==> src/rtl/unified_mem_arbiter.sv <==
// unified_mem_arbiter
// Serialises the fetch stage and the MEM stage onto one byte-addressed,
// single-ported memory. Data requests win, except that fetch is forced
// through after MAX_D_STREAK consecutive data grants while it is waiting.
// Accesses that see no mem_ready for TIMEOUT cycles are aborted with an error.
//
// Ports
//   clk, rst                 clock, synchronous active-high reset
//   if_req/if_addr           fetch request (always a word read)
//   if_done/if_err/if_rdata  fetch completion pulse, timeout flag, fetched word
//   d_req/d_we/d_size/d_signed/d_addr/d_wdata   data request and command
//   d_done/d_err/d_rdata     data completion pulse, error flag, load result
//   mem_req/mem_we/mem_size/mem_signed/mem_addr/mem_wdata   memory command
//   mem_rdata/mem_ready      memory response
//   busy                     an access is in flight
module unified_mem_arbiter #(
  parameter int unsigned MAX_D_STREAK = 4,
  parameter int unsigned TIMEOUT      = 15
) (
  input  logic        clk,
  input  logic        rst,
  input  logic        if_req,
  input  logic [7:0]  if_addr,
  output logic        if_done,
  output logic [31:0] if_rdata,
  input  logic        d_req,
  input  logic        d_we,
  input  logic [1:0]  d_size,
  input  logic        d_signed,
  input  logic [7:0]  d_addr,
  input  logic [31:0] d_wdata,
  output logic        d_done,
  output logic        d_err,
  output logic [31:0] d_rdata,
  output logic        if_err,
  output logic        mem_req,
  output logic        mem_we,
  output logic [1:0]  mem_size,
  output logic        mem_signed,
  output logic [7:0]  mem_addr,
  output logic [31:0] mem_wdata,
  input  logic [31:0] mem_rdata,
  input  logic        mem_ready,
  output logic        busy
);

  localparam int unsigned STREAK_W = 4;
  localparam int unsigned TMO_W    = 8;
  localparam logic [STREAK_W-1:0] STREAK_MAX = STREAK_W'(MAX_D_STREAK);
  // Abort is taken on the last allowed cycle so mem_req spans exactly TIMEOUT cycles.
  localparam logic [TMO_W-1:0]    TMO_LAST   = TMO_W'(TIMEOUT - 1);
  localparam logic [1:0]          SIZE_WORD  = 2'b00;
  localparam logic [1:0]          SIZE_BAD   = 2'b11;

  typedef enum logic [1:0] {IDLE, FETCH, DATA} state_t;

  state_t              state;
  logic [STREAK_W-1:0] streak;
  logic [TMO_W-1:0]    tmo;
  logic                grant_d_c;
  logic                grant_f_c;
  logic                d_bad_c;

  // Arbitration decision; only acted on while IDLE.
  always_comb begin
    grant_d_c = 1'b0;
    grant_f_c = 1'b0;
    d_bad_c   = (d_size == SIZE_BAD);
    if (d_req && !(if_req && (streak == STREAK_MAX))) begin
      grant_d_c = 1'b1;
    end else if (if_req) begin
      grant_f_c = 1'b1;
    end
  end

  // Sequencer, streak tracking and all registered outputs.
  always_ff @(posedge clk) begin
    if (rst) begin
      state      <= IDLE;
      streak     <= '0;
      tmo        <= '0;
      busy       <= 1'b0;
      if_done    <= 1'b0;
      if_err     <= 1'b0;
      if_rdata   <= '0;
      d_done     <= 1'b0;
      d_err      <= 1'b0;
      d_rdata    <= '0;
      mem_req    <= 1'b0;
      mem_we     <= 1'b0;
      mem_size   <= '0;
      mem_signed <= 1'b0;
      mem_addr   <= '0;
      mem_wdata  <= '0;
    end else begin
      if_done <= 1'b0;
      if_err  <= 1'b0;
      d_done  <= 1'b0;
      d_err   <= 1'b0;

      // Streak only counts data grants that fetch actually waited through.
      if (!if_req) begin
        streak <= '0;
      end else if (state == IDLE && grant_f_c) begin
        streak <= '0;
      end else if (state == IDLE && grant_d_c && !d_bad_c && streak != STREAK_MAX) begin
        streak <= streak + STREAK_W'(1);
      end

      case (state)
        IDLE: begin
          tmo <= '0;
          if (grant_d_c) begin
            if (d_bad_c) begin
              // Rejected without touching the memory port.
              d_done  <= 1'b1;
              d_err   <= 1'b1;
              d_rdata <= '0;
            end else begin
              state      <= DATA;
              busy       <= 1'b1;
              mem_req    <= 1'b1;
              mem_we     <= d_we;
              mem_size   <= d_size;
              mem_signed <= d_signed & ~d_we;
              mem_addr   <= d_addr;
              mem_wdata  <= d_wdata;
            end
          end else if (grant_f_c) begin
            state      <= FETCH;
            busy       <= 1'b1;
            mem_req    <= 1'b1;
            mem_we     <= 1'b0;
            mem_size   <= SIZE_WORD;
            mem_signed <= 1'b0;
            mem_addr   <= if_addr;
            mem_wdata  <= '0;
          end
        end

        FETCH, DATA: begin
          if (mem_ready) begin
            state   <= IDLE;
            busy    <= 1'b0;
            mem_req <= 1'b0;
            mem_we  <= 1'b0;
            if (state == FETCH) begin
              if_done  <= 1'b1;
              if_rdata <= mem_rdata;
            end else begin
              d_done  <= 1'b1;
              d_rdata <= mem_we ? '0 : mem_rdata;
            end
          end else if (tmo == TMO_LAST) begin
            state   <= IDLE;
            busy    <= 1'b0;
            mem_req <= 1'b0;
            mem_we  <= 1'b0;
            if (state == FETCH) begin
              if_done  <= 1'b1;
              if_err   <= 1'b1;
              if_rdata <= '0;
            end else begin
              d_done  <= 1'b1;
              d_err   <= 1'b1;
              d_rdata <= '0;
            end
          end else begin
            tmo <= tmo + TMO_W'(1);
          end
        end

        default: begin
          state   <= IDLE;
          busy    <= 1'b0;
          mem_req <= 1'b0;
        end
      endcase
    end
  end

endmodule

==> config.mk <==
export PLATFORM = sky130hd
export DESIGN_NAME = unified_mem_arbiter
export DESIGN_NICKNAME = d
export VERILOG_FILES = /design/src/rtl/unified_mem_arbiter.sv
export SDC_FILE = /design/constraint.sdc
export NUM_CORES = 1
export LEC_CHECK = 0
export ABC_AREA = 0
export BUFFER_PORTS_ARGS = -buffer_cell sky130_fd_sc_hd__buf_4
export CORE_MARGIN = 4
export CORE_UTILIZATION = 49
export CTS_CLUSTER_DIAMETER = 150
export CTS_CLUSTER_SIZE = 20
export DETAILED_ROUTE_END_ITERATION = 10
export PLACE_DENSITY = 0.81
export REMOVE_ABC_BUFFERS = 1
export SETUP_SLACK_MARGIN = 0.2
export SYNTH_ARGS = -nofsm -noshare
export SYNTH_HDL_FRONTEND = slang
export SYNTH_SLANG_ARGS = --single-unit
==> constraint.sdc <==
create_clock -name clk -period 2.9 [get_ports clk]
set_clock_uncertainty 0.15 [all_clocks]
set_input_delay 0.87 -clock clk [delete_from_list [all_inputs] [get_ports clk]]
set_output_delay 0.87 -clock clk [all_outputs]
set_load 0.03 [all_outputs]
==> run_results.csv <==
group,metric,value,unit
sta,worstMarginPinSlew,0.921,ns
critical_path,cp_cell_sequence,"inv_1, ha_1, nor2b_1, o21a_4, or4_2, buf_12, o32ai_2",
critical_path,cp.buffers_inverters,2,
synth,ys_ff_latch,127,
final_layout,area_delta_synth_final,42.1,%
power,vdd_drop_max,0.385,mV
worst_hold_path,hold_class,"reg2reg",
critical_path,critPathKind,"reg2reg",
synth,async_flop_share,0,
critical_path,max_stage_delay,0.68,ns
final_layout,final_nets,871,
synth,post-synth-top-count-cell,"dfxtp_1",
flow_run,maxCapViolCount,0,
sta,hold_viol_final,0,
synth,syn_area,0.00538,mm2
global_route,track_usage,0.241,
synth,synthCells,591,
global_route,first_global_vias,5061,
synth,synth.area.top_cells,"dfxtp_1 (47%), o32ai_2 (8.5%), a22oi_1 (4.7%)",
sta,fmax,392,MHz
cts,cts_buffers,17,
global_route,grt_pass1_wl,25100,um
critical_path,crit_slowest_cell,"or4_2",
sta,relSlewSlack,0.385,
routing,viasPerCell,5.62,
critical_path,cp_max_fo,32,
power,powerDensity,669,mW/mm2
power,fin_total_pwr,0.00511,W
floorplan,die_h,113,um
cts,clk_pin_slew,0.07,ns
critical_path,worstPathArrival,2.81,ns
floorplan,initial_utilization,0.511,
synth,ys_warn_count,0,
sta,fin_crit_sh,0.879,
sta,drv_slew,0,
final_layout,fin_util,0.727,
place,preCtsSetupSlack,0.234,ns
synth,ys.flop_type,"dfxtp_1",
sta,setup_ws,0.352,ns
critical_path,path_delay_family,"simple AND/OR/NAND/NOR gates",
global_route,grt_max_degree,74,
floorplan,dieArea,0.0127,mm2
place,portBuffers,202,
cts,clock_latency,0.51,ns
critical_path,worstPathRequired,3.16,ns
synth,synth.largest_area_cell,"dfxtp_1",
place,hpwl,11000,um
final_layout,antennaDiodeCount,0,
routing,initialDrtViolationCount,549,
floorplan,core-area,0.0105,mm2
synth,synth_top_area_frac,0.473,
routing,dr.pass1.iters,5,
cts,cts_buffer_depth,2,
routing,wl_per_cell,17.0,um
floorplan,die_w,113,um
routing,drt-total-wl,15700,um
synth,synth_edf_count,0,
global_route,grt_antenna_before_repair,0,
power,power.leakage,3.13,nW
place,place.gp.congestion,0.854,
cts,cts_tree,"done",
cts,h-tree-depth,4,
routing,drc_errors,0,
routing,antenna_left,0,
sta,min_period,2.55,ns
sta,finalSetupViolations,0,
global_route,grt.overflow.total,0,
synth,synth_commonest_cells,"dfxtp_1 (127), nor2_1 (57), nand2_1 (46)",
critical_path,cp-start-kind,"flip-flop",
synth,ys_types,54,
sta,rsz0062_at_grt,"no",
cts,cts.sinks,127,
synth,ys_seq_area_frac,0.473,
critical_path,endpoint_kind,"flip-flop",
cts,clockRootBuffer,"clkbuf_8",
floorplan,placementRows,37,
outcome,status,"finished, final reports clean",
synth,syn_area_per_cell,9.10,um2
floorplan,io_pins,203,
final_layout,drive_gt1_frac,0.370,
routing,num_vias,5185,
sequential cells by signal, indices dropped and copies added, names as in the netlist:
name        flops
busy            1
d_done          1
d_err           1
d_rdata        32
if_done         1
if_err          1
if_rdata       32
mem_addr        8
mem_signed      1
mem_size        2
mem_wdata      32
mem_we          1
state           2
streak          4
tmo             8
what timing repair did:
item / in CTS / in global routing
hold buffers: 0 / 0
resized for setup: 0 / 1
setup buffers: 0 / 0
setup endpoints to repair: 0 / 22
metal layers:
metal  up-vias  wire (um)  GRT usage
li1       2460          -          -
met2       266       7680      0.408
met5         -          0          0
met1      2452       6220      0.291
met3         7       1710     0.0856
met4         0         99     0.0673
metrics by stage:
| step | setup TNS (ns) | hold WS [ns] | area (um2) | std cells |
|---|---|---|---|---|
| after floorplan | -72.58 | 0.314 | 5140 | 539 |
| after CTS | 0 | 0.321 | 7630 | 923 |
| final | 0 | 0.319 | 7640 | 923 |
| after detailed placement | 0 | 0.307 | 7010 | 891 |
| after global placement | 0 | 0.293 | 7010 | 891 |
| after global routing | 0 | 0.341 | 7640 | 923 |
report_power, final:
group	total [W]	internal (W)	leakage (nW)	switching [W]
logic	0.000989	0.000372	1.80	0.000617
clock network	0.00223	0.00141	0.300	0.000822
registers	0.00189	0.00184	1.03	0.0000567
tightest hold or removal path, stage by stage (launching register included):
cell and delay, ns:
dfxtp_1 0.32, nand2_1 0.06, a21oi_1 0.05
final timing paths:
path	from	to	slack [ns]	cells after the start
worst max register to register	state[0]$_SDFFE_PP0P_	d_rdata[2]$_SDFFE_PP0P_	0.35	7
worst max-delay path	state[0]$_SDFFE_PP0P_	d_rdata[2]$_SDFFE_PP0P_	0.35	7
worst min register to register	mem_signed$_SDFFE_PP0P_	mem_signed$_SDFFE_PP0P_	0.32	2
worst min-delay path	mem_signed$_SDFFE_PP0P_	mem_signed$_SDFFE_PP0P_	0.32	2
layout by cell type (no fill, tap or decap), types with 28 or more instances in the layout:
| cell type | n |
|---|---|
| inv_1 | 43 |
| dfxtp_1 | 127 |
| o32ai_2 | 28 |
| buf_4 | 212 |
| nor2_1 | 57 |
| nand2_1 | 46 |
| o21ai_0 | 36 |
| a21oi_1 | 36 |
| a22oi_1 | 34 |
| nand3_1 | 43 |
cell families after synthesis:
group	count (synthesis)	synth area share
buf+inv	95	0.0733
fa+ha+maj	8	0.0186
flops	127	0.473
compound gates	165	0.253
xor+xnor	8	0.0130
simple gates	186	0.166
mux	2	0.00372
final cells by class:
class	count	area [um2]
Fill cell	763	2870
Sequential cell	127	2540
Multi-Input combinational cell	369	2470
Timing Repair Buffer	216	1670
Clock buffer	17	414
Clock inverter	15	210
Tap cell	136	170
Inverter	43	161
No activity file was read; power rests on OpenSTA's default activity.
